`src/rtl/bcd_seg_pkg.sv`:
```
// bcd_seg_pkg: digit-slot encoding and 7-segment glyph constants (active low, {g,f,e,d,c,b,a})
package bcd_seg_pkg;
  typedef enum logic [1:0] {DIG0, DIG1, DIG2, DIG3} dig_e;
  localparam logic [6:0] SEG_0 = 7'b1000000;
  localparam logic [6:0] SEG_1 = 7'b1111001;
  localparam logic [6:0] SEG_2 = 7'b0100100;
  localparam logic [6:0] SEG_3 = 7'b0110000;
  localparam logic [6:0] SEG_4 = 7'b0011001;
  localparam logic [6:0] SEG_5 = 7'b0010010;
  localparam logic [6:0] SEG_6 = 7'b0000010;
  localparam logic [6:0] SEG_7 = 7'b1111000;
  localparam logic [6:0] SEG_8 = 7'b0000000;
  localparam logic [6:0] SEG_9 = 7'b0010000;
  localparam logic [6:0] SEG_BLANK = 7'h7F;
  localparam logic [6:0] SEG_DASH = 7'h3F;
endpackage

```
`src/rtl/bcd_to_seg7.sv`:
```
// bcd_to_seg7: combinational BCD nibble to active-low 7-segment decoder; bcd_i nibble in, seg_o {g,f,e,d,c,b,a} out, non-BCD shows a dash
module bcd_to_seg7
  import bcd_seg_pkg::*;
(
  input  logic [3:0] bcd_i,
  output logic [6:0] seg_o
);
  always_comb begin
    case (bcd_i)
      4'd0:    seg_o = SEG_0;
      4'd1:    seg_o = SEG_1;
      4'd2:    seg_o = SEG_2;
      4'd3:    seg_o = SEG_3;
      4'd4:    seg_o = SEG_4;
      4'd5:    seg_o = SEG_5;
      4'd6:    seg_o = SEG_6;
      4'd7:    seg_o = SEG_7;
      4'd8:    seg_o = SEG_8;
      4'd9:    seg_o = SEG_9;
      default: seg_o = SEG_DASH;
    endcase
  end
endmodule

```
`src/rtl/bcd_seg_display.sv`:
```
// bcd_seg_display: 4-digit common-anode scanner with frame-boundary BCD capture and periodic START pulse
// Ports: CLK clock, RST_N async active-low reset, BCDIN packed 4-digit BCD, START one-cycle convert request,
//        AN active-low anodes (AN[0]=ones), SEG active-low {g,f,e,d,c,b,a}, DP decimal point (always off).
// Build option: define BCD_SEG_LZB_EN to blank leading zeros in the upper three digit slots.
module bcd_seg_display
  import bcd_seg_pkg::*;
#(
  parameter int REFRESH_DIV  = 100000,
  parameter int BLANK_CYCLES = 16,
  parameter int START_PERIOD = 5000000
) (
  input  logic        CLK,
  input  logic        RST_N,
  input  logic [15:0] BCDIN,
  output logic        START,
  output logic [3:0]  AN,
  output logic [6:0]  SEG,
  output logic        DP
);
  localparam int RC_W = $clog2(REFRESH_DIV);
  localparam int ST_W = $clog2(START_PERIOD);
  logic [RC_W-1:0] rc_q;
  logic [ST_W-1:0] st_cnt_q;
  dig_e            state_q, state_d;
  logic [15:0]     shadow_q;
  logic [3:0]      an_q, an_d, nib;
  logic [6:0]      seg_q, seg_d, glyph;
  logic            start_q, wrap, st_wrap, off;
  logic            lz;
  assign wrap    = rc_q == RC_W'(REFRESH_DIV - 1);
  assign st_wrap = st_cnt_q == ST_W'(START_PERIOD - 1);
  assign state_d = wrap ? dig_e'(state_q + 2'd1) : state_q;
  assign nib     = state_q == DIG3 ? shadow_q[15:12] :
                   state_q == DIG2 ? shadow_q[11:8]  :
                   state_q == DIG1 ? shadow_q[7:4]   : shadow_q[3:0];
`ifdef BCD_SEG_LZB_EN
  // a digit is a leading zero when it and every higher digit are zero; ones is never blanked
  assign lz = (state_q == DIG3 && shadow_q[15:12] == 4'd0) ||
              (state_q == DIG2 && shadow_q[15:8] == 8'd0) ||
              (state_q == DIG1 && shadow_q[15:4] == 12'd0);
`else
  assign lz = 1'b0;
`endif
  assign off  = rc_q < RC_W'(BLANK_CYCLES) || lz;
  assign an_d  = off ? 4'hF : ~(4'b0001 << state_q);
  assign seg_d = off ? SEG_BLANK : glyph;
  bcd_to_seg7 u_dec (.bcd_i(nib), .seg_o(glyph));
  always_ff @(posedge CLK or negedge RST_N) begin
    if (!RST_N) begin
      rc_q     <= '0;
      state_q  <= DIG0;
      shadow_q <= 16'h0000;
      an_q     <= 4'hF;
      seg_q    <= SEG_BLANK;
    end else begin
      rc_q    <= wrap ? '0 : rc_q + RC_W'(1);
      state_q <= state_d;
      // capture only on DIG3->DIG0 so a frame never mixes two values
      if (wrap && state_q == DIG3) shadow_q <= BCDIN;
      an_q    <= an_d;
      seg_q   <= seg_d;
    end
  end
  always_ff @(posedge CLK or negedge RST_N) begin
    if (!RST_N) begin
      st_cnt_q <= '0;
      start_q  <= 1'b0;
    end else begin
      st_cnt_q <= st_wrap ? '0 : st_cnt_q + ST_W'(1);
      start_q  <= st_wrap;
    end
  end
  assign START = start_q;
  assign AN    = an_q;
  assign SEG   = seg_q;
  assign DP    = 1'b1;
endmodule

```
`config.mk`:
```
export PLATFORM = sky130hd
export DESIGN_NAME = bcd_seg_display
export DESIGN_NICKNAME = d
export VERILOG_FILES = /design/src/rtl/bcd_seg_pkg.sv /design/src/rtl/bcd_to_seg7.sv /design/src/rtl/bcd_seg_display.sv
export SDC_FILE = /design/constraint.sdc
export NUM_CORES = 1
export LEC_CHECK = 0
export BUFFER_PORTS_ARGS = -buffer_cell sky130_fd_sc_hd__buf_2
export CORE_ASPECT_RATIO = 1.4
export CORE_UTILIZATION = 35
export CTS_CLUSTER_SIZE = 24
export DETAILED_ROUTE_END_ITERATION = 6
export PLACE_DENSITY = 0.52
export SLEW_MARGIN = 10
export SYNTH_ARGS = -nofsm -noshare
export SYNTH_HDL_FRONTEND = slang
export SYNTH_HIERARCHICAL = 1
export SYNTH_SLANG_ARGS = --single-unit
```
`constraint.sdc`:
```
create_clock -name CLK -period 2.5 [get_ports CLK]
set_input_delay 0.25 -clock CLK [delete_from_list [all_inputs] [get_ports CLK]]
set_output_delay 0.25 -clock CLK [all_outputs]
set_load 0.01 [all_outputs]
```
Yosys cells after proc, flatten, opt, wreduce, memory -nomap -nowiden
Memory sizes are Yosys's and may differ from the RTL's.
Cells that the tools add are included.

storage, ports and cells
  memories kept = 1
  ROM bits = 112
  output and inout port bits = 13
  flip-flop bits (word level) = 70
  input bits = 18

cells by class
  $lt $le $gt $ge = 1
  $add $sub $neg = 3
  reductions and logical operators = 1
  equality and inequality tests = 5
  bitwise gates (word level) = 1
  shift operators = 1
  muxes and demuxes = 7

memory list
  name              depth  width  rd ports  clocked after memory_dff  write ports  RTL line          text
  (name not given)  16     7      1         0                         0            bcd_to_seg7.sv:9  case (bcd_i)

operators with widths
  kind                   count
  $add 23x1->23 const B  1
  $eq 23x23->1 const B   1
  $mux 23                1
  $add 17x1->17 const B  1
  $eq 17x17->1 const B   1
  $lt 17x5->1 const B    1
  $mux 17                1
  $mux 4                 4
  $mux 7                 1
  $eq 2x2->1 const B     2
  $not 4->4              1
  $shl 1x2->4 const A    1
  $add 2x1->2 const B    1
  $eq 2x1->1 const B     1
  $logic_and 1x1->1      1

Depth between registers and ports, before layout
Gate-level depths: netlist of the first run.
An unclocked memory read counts as a cell.

  depth in word-level cells = 6
  gate-level depth with buffers = 12
  gate-level depth less buffers = 11

Cells and area by module
The synthesis of the first run kept the hierarchy.

by module, submodules not included
  module           times used  area each (um^2)  cells each
  bcd_seg_display  1           3205.6            279
  bcd_to_seg7      1           230.2             31

Worst setup path after synthesis of the first run
OpenSTA, ideal clock, no wires.

  path type = register to register
  start = register state_q[1]
  end = register seg_q[5], in the netlist SEG[5]
  clock period less this slack = 2.411 ns
  stages on the path, launching flop included = 13
  path slack = 0.089 ns
  required time = 2.436 ns
  path buffers = 1
  library setup time = 0.064 ns
  arrival = 2.347 ns
  cells stage by stage = dfrtp_1 > inv_1 > ha_1 > clkbuf_1 > mux2i_1 > nor2_1 > a21oi_1 > o21ai_0 > inv_1 > ha_1 > and2b_2 > o31ai_1 > nand2b_1

on the way
  longest elaborated chain between the ends = 6
  elaborated cells between the ends (all ways) = 8

RTL lines
  element                 RTL line               text
  start, declared         bcd_seg_display.sv:24  dig_e state_q, state_d;
  start signal, assigned  bcd_seg_display.sv:57  state_q <= state_d;
  $eq 2x1->1              bcd_seg_display.sv:35  state_q == DIG1 ? shadow_q[7:4] : shadow_q[3:0];
  $mux 4                  bcd_seg_display.sv:35
  $mux 4                  bcd_seg_display.sv:34  state_q == DIG2 ? shadow_q[11:8] :
  $mux 4 (*)              bcd_seg_display.sv:33  assign nib = state_q == DIG3 ? shadow_q[15:12] :
  named net nib[1]        bcd_seg_display.sv:26  logic [3:0] an_q, an_d, nib;
  $mem_v2 16x7 (*)        --
  named net glyph[5]      bcd_seg_display.sv:27  logic [6:0] seg_q, seg_d, glyph;
  $mux 7 (*)              bcd_seg_display.sv:46  assign seg_d = off ? SEG_BLANK : glyph;
  named net seg_d[5]      bcd_seg_display.sv:27
  end signal, assigned    bcd_seg_display.sv:61  seg_q <= seg_d;
  end, declared           bcd_seg_display.sv:27

The timed path passes the listed nets; every way through them passes the cells marked *.
A chain may end at the register's enable or synchronous reset.

Final worst setup path of the first run
  start = register rc_q[11]
  end = register shadow_q[0]

on the way
  longest elaborated chain between the ends = 2

RTL lines
  element                 RTL line               text
  start, declared         bcd_seg_display.sv:22  logic [RC_W-1:0] rc_q;
  start signal, assigned  bcd_seg_display.sv:56  rc_q <= wrap ? '0 : rc_q + RC_W'(1);
  $eq 17x17->1            bcd_seg_display.sv:30  assign wrap = rc_q == RC_W'(REFRESH_DIV - 1);
  $logic_and 1x1->1       bcd_seg_display.sv:59  if (wrap && state_q == DIG3) shadow_q <= BCDIN;
  end signal, assigned    bcd_seg_display.sv:52  shadow_q <= 16'h0000;
  end signal, assigned    bcd_seg_display.sv:59
  end, declared           bcd_seg_display.sv:25  logic [15:0] shadow_q;

Every way passes these cells.

==> metrics, run 1 <==
vias in the first global route 2399; core area 9510 µm²; # rows 42; later-pin clock latency in the skew report 330 ps; initial antenna violation count 0; sequential area share after synthesis 0.514; most common cell after layout, fill and taps aside dfrtp_1; # DRC 0; Mapped Cells 310; FF/Latch Area 1770 µm²; Setup Viol. Count Final 0; Reg2Reg Launch Point rc_q[11]$_DFF_PN0_; Ys Warns 6; port bufs 29; P&R area growth vs syn 16.6%; crit share post-route 0.889; share of cells above drive strength 1 0.242; DIE HEIGHT 119 µm; hold path start BCDIN[13]; FF-to-FF path depth 5; CP Launch Type register; Initial Util 0.361; Detailed Place HPWL 4900 µm; TNS Setup 0 ps; GPL Wtd Cong 0.774; power per cell area 580 nW/µm²; number of diodes 0; cell count of the worst hold path 2; RSZ-0062 raised after global routing false; Post-DRT Antenna Nets 0; Netlist cell types 49; share of the core filled with cells 0.421; slew of the pin with the lowest slew margin 620 ps; critical path's largest stage delay 550 ps; Syn Std Cell Area 3440 µm²; Die Wd 85.7 µm; Yosys reg bits 70; r2r setup slk 280 ps; DR vias 2327; fmax 0.450 GHz; Critical-path top delay cell or4_4; TritonCTS Buffers 9; critical path endpoint category register; async set or reset register ratio after synthesis 1.00; Die Area 10200 µm²; grt total ovfl 0; Crit path required time 2720 ps; static leakage 1.82 nW; status completed; 1st-pass router iterations 4; total track usage 0.150; Clock Skews 6.49 ps; most frequent cells in the layout 59 x dfrtp_1, 29 x nor2_1, 29 x buf_2; largest net degree at the start of global routing 26; root buffer cell clkbuf_16; critical path class register to register; syn nets 339; ys flop type dfrtp_1; maxcap violations 0; first-pass GRT wire length 11700 µm; Min-Delay Endpoint shadow_q[13]$_DFFE_PN0P_; CP Cell Sequence or4_4 > nor4_2 > and4_1 > buf_12 > mux2_2; clk sinks 70; clock transition at the registers of the reported paths 60 ps; H-tree Lvls 3; 1st-iter DRT viols 46; area of the multi-input gates 1540 µm²; Tmin final 2220 ps; VDD IR-drop max 0.000359 V; filler cell count 934; Arrival @ worst endpoint 2440 ps; synthesized area per cell 11.1 µm²; via/cell ratio 4.82; Max-slew headroom 0.584; Nets 375; R2R Path End shadow_q[0]$_DFFE_PN0P_; EDFF count, synth 0; CTS tree done; clk buf depth 2; WL/cell 14.1 µm; Max FO, Critical Path 16; Top Ports 31; fin. max-slew vios 0; hold crit path type input port to register; Hold Violations, Final 0; Post-Route WL 6820 µm
==> worst max path at each step <==
stage                                   end  slack, ps  cells past startpoint                    from
finish              shadow_q[0]$_DFFE_PN0P_        280                      5      rc_q[11]$_DFF_PN0_
global route               SEG[3]$_DFF_PN1_         50                     11  state_q[1]$_DFFE_PN0N_
CTS                        SEG[0]$_DFF_PN1_        180                      9  state_q[1]$_DFFE_PN0N_
detailed placement         SEG[0]$_DFF_PN1_        220                      9  state_q[1]$_DFFE_PN0N_
global placement           SEG[5]$_DFF_PN1_        250                     11  state_q[1]$_DFFE_PN0N_
floorplan                  SEG[5]$_DFF_PN1_         90                     12  state_q[1]$_DFFE_PN0N_
==> sequential cells by signal, indices dropped and copies added (netlist names) <==
register  count
START         1
st_cnt_q     23
rc_q         17
AN            4
state_q       2
SEG           7
shadow_q     16
==> synthesized netlist by cell type, drive strengths merged, types with 2 or more instances <==
master,number,share of area
a211oi,2,0.0044
a21oi,6,0.0087
a22oi,2,0.0044
a31oi,3,0.0055
and2b,2,0.0055
and3,3,0.0058
and4,7,0.018
buf,7,0.019
clkbuf,7,0.0084
dfrtp,59,0.43
dfstp,11,0.084
ha,11,0.040
inv,11,0.012
mux2,17,0.067
mux2i,5,0.015
nand2,19,0.021
nand2b,8,0.015
nand3,15,0.022
nand4,14,0.025
nor2,29,0.032
nor2b,3,0.0062
nor3,9,0.013
nor4,7,0.015
o21ai,5,0.0073
or3,2,0.0036
xnor2,22,0.056
xor2,12,0.031
==> critical path, delay by kind of cell (launching register included) <==
kind          cells  cell delay [ps]
buf+inv           1              180
flops             1              410
mux               1              350
simple gates      3             1150
==> power breakdown <==
group	internal [mW]	total [mW]	switching, mW
clock	0.696	1.15	0.451
combinational	0.0126	0.0396	0.0269
sequential	1.13	1.13	0
==> final cells by class <==
class,instances,share of cell area
Timing Repair Buffer,39,0.0587
Clock inverter,2,0.00250
Inverter,11,0.0103
Sequential cell,70,0.441
Clock buffer,14,0.0634
Multi-Input combinational cell,215,0.383
Tap cell,132,0.0412
==> routing by layer <==
metal | part of all wire | track usage
met1 | 0.44 | 0.177
met3 | 0.033 | 0.0416
met2 | 0.50 | 0.245
met5 | 0 | 0
met4 | 0.027 | 0.0854
==> stage by stage <==
step / power [mW] / hold WS, ps / setup WS, ps / area, µm² / cells
floorplan: 1.16 / -45.6 / 89.5 / 3440 / 310
finish: 2.32 / 145 / 278 / 4010 / 483
CTS: 2.37 / 134 / 183 / 4010 / 483
global route: 2.42 / 140 / 45.0 / 4010 / 483
detailed placement: 1.20 / 285 / 219 / 3730 / 466
global placement: 1.19 / 275 / 251 / 3730 / 466
==> cell families (layout without fill, tap and decap cells) <==
kind of cell | after synthesis | after routing | share of synthesized area
other | 1 | 1 | 0.00109
multiplexers | 22 | 22 | 0.0812
AO/OA/AOI/OAI | 22 | 22 | 0.0397
XOR/XNOR | 34 | 34 | 0.0867
buffers and inverters | 25 | 66 | 0.0393
adder cells (fa/ha/maj) | 11 | 11 | 0.0401
flip-flops | 70 | 70 | 0.514
AND/OR/NAND/NOR | 125 | 125 | 0.198
==> what timing repair did <==
action / CTS / global route
buffers inserted: 0 / 0
endpoints found under the setup margin: 0 / 6
hold buffers: 1 / 0
resized for setup: 0 / 1
endpoints found under the hold margin: 21 / 0
No activity file was read; power rests on OpenSTA's default activity.
==> run 2: changes to the inputs <==
ABC_AREA = 1   (was default)
PLACE_DENSITY = 0.51   (was 0.52)
==> metrics, run 2 <==
CP Launch Type register; Finished Layout Cells 672; vias in the first global route 3066; Tmin final 2230 ps; critical path class register to register; Post-Route WL 8140 µm; XOR/XNOR share of the synthesized area 0.0484; DR vias 3100; Yosys reg bits 70; Nets 558; count leader, synth nand2_1; root buffer cell clkbuf_16; Synth Area in Adders 0.0362; CTS resizes 0; Initial Util 0.363; fmax 0.448 GHz; Detailed Place HPWL 6030 µm; via/cell ratio 4.61; GPL Wtd Cong 0.802; TNS Setup 0 ps; port bufs 29; R2R Path End SEG[3]$_DFF_PN1_; critical path endpoint category register; initial antenna violation count 0; EDFF count, synth 0; slew of the pin with the lowest slew margin 901 ps; Max FO, Critical Path 6; crit share post-route 0.893; number of diodes 0; r2r setup slk 270 ps; 1st-iter DRT viols 155; status completed; # rows 44; share of the core filled with cells 0.417; TritonCTS Buffers 9; filler cell count 1122; Syn Std Cell Area 3800 µm²; most flop-heavy register st_cnt_q; Yosys top cell by area dfrtp_1; static leakage 2.19 nW; Top Ports 31; Netlist cell types 31; most common cell after layout, fill and taps aside nand2_1; share of the synthesized area in the top cell type 0.389; clock transition at the registers of the reported paths 60 ps; Placed Instances 656; largest family of logic cells by synthesized area simple AND/OR/NAND/NOR gates; syn nets 526; Placement Setup Slack 252 ps; clk sinks 70; sequential area share after synthesis 0.465; VDD IR-drop max 0.000395 V; 1st-pass router iterations 4; hold_ws 18.4 ps; total power 2.54 mW; Setup Viol. Count Final 0; Placed Area 4040 µm²; Die Area 11300 µm²; Arrival @ worst endpoint 2480 ps; Crit path required time 2750 ps; later-pin clock latency in the skew report 340 ps; top cells by area, synth dfrtp_1 39%, nand2_1 15%, nor2_1 8.2%, dfstp_2 7.6%, inv_1 6.3%; hold crit path type input port to asynchronous set/reset pin; Post-DRT Antenna Nets 0; Synth Area in Simple Gates 0.330; core area 10500 µm²; final worst setup slack 269 ps; FF-to-FF path depth 12; Hold Violations, Final 0; post-synthesis mux area share 0; Max-slew headroom 0.399; fin. max-slew vios 0; clk buf depth 2; # DRC 0; share of cells above drive strength 1 0.137; DIE HEIGHT 125 µm; async set or reset register ratio after synthesis 1.00; H-tree Lvls 3; post-route cell area 4370 µm²; Setup Buffers After CTS 0; Mapped Cells 497; grt total ovfl 0; first-pass GRT wire length 14200 µm; power per cell area 582 nW/µm²; Compound-Gate Fraction of Synth Area 0.0306; Die Wd 90.1 µm; Reg2Reg Launch Point state_q[0]$_DFFE_PN0N_; RSZ-0062 raised after global routing false; WL/cell 12.1 µm; Ys Warns 6; maxcap violations 0; Clock Skews 6.41 ps; most frequent cells in the layout 149 x nand2_1, 83 x nor2_1, 64 x inv_1; largest net degree at the start of global routing 71; hold-fix buffers at CTS 0; max reg flops 23; synthesized area per cell 7.65 µm²; Regs by FF count st_cnt_q (23), rc_q (17), shadow_q (16); P&R area growth vs syn 14.9%; ys flop type dfrtp_1; CTS tree done; top cells by count, synth 149 x nand2_1, 83 x nor2_1, 64 x inv_1, 59 x dfrtp_1, 39 x nand3_1; total track usage 0.160
run 2: logic make-up (layout without fill, tap and decap cells):
| group | count (synthesis) | after routing |
|---|---|---|
| AOI/OAI and AO/OA | 20 | 20 |
| xor gates and xnor gates | 21 | 21 |
| adders and majority gates | 11 | 11 |
| buffers and inverters | 77 | 114 |
| DFF | 70 | 70 |
| other | 1 | 1 |
| and+or+nand+nor | 297 | 297 |
run 2: power by group:
group	switching, mW	internal, mW	total, mW
Clock	0.498	0.876	1.37
Combinational	0.0252	0.00949	0.0347
Sequential	0	1.13	1.13
run 2: layout make-up:
class / instances / area, µm² / share of cell area
tap: 138 / 173 / 0.0396
sequential: 70 / 1770 / 0.404
clock inverter: 7 / 97.6 / 0.0224
multi-input combinational: 350 / 1690 / 0.388
inverter: 68 / 255 / 0.0585
clock buffer: 9 / 225 / 0.0516
timing repair buffer: 30 / 155 / 0.0355
run 2: worst max-delay path by stage:
stage	from	end	slack (ps)	depth (start not counted)
after global routing	state_q[0]$_DFFE_PN0N_	SEG[3]$_DFF_PN1_	20	12
after detailed placement	state_q[0]$_DFFE_PN0N_	SEG[3]$_DFF_PN1_	250	12
final	state_q[0]$_DFFE_PN0N_	SEG[3]$_DFF_PN1_	270	12
after CTS	state_q[0]$_DFFE_PN0N_	SEG[3]$_DFF_PN1_	250	12
after global placement	state_q[0]$_DFFE_PN0N_	SEG[3]$_DFF_PN1_	380	12
after floorplan	state_q[1]$_DFFE_PN0N_	SEG[3]$_DFF_PN1_	470	12
run 2: per-layer routing:
| layer | GRT usage | vias to the layer above | routed length [µm] |
|---|---|---|---|
| met4 | 0.105 | 0 | 315 |
| li1 | - | 1585 | - |
| met5 | 0 | - | 0 |
| met3 | 0.0274 | 23 | 223 |
| met2 | 0.279 | 56 | 4130 |
| met1 | 0.177 | 1436 | 3470 |
run 2: worst max-delay path, stage by stage (launching register included):
cell and delay (ps):
dfrtp_1 410, inv_1 90, ha_1 270, inv_1 140
o211ai_1 100, a21oi_1 330, inv_1 160, ha_1 310
nand2_1 60, nand3_1 110, nand2_1 50, inv_1 60
nand2_1 50
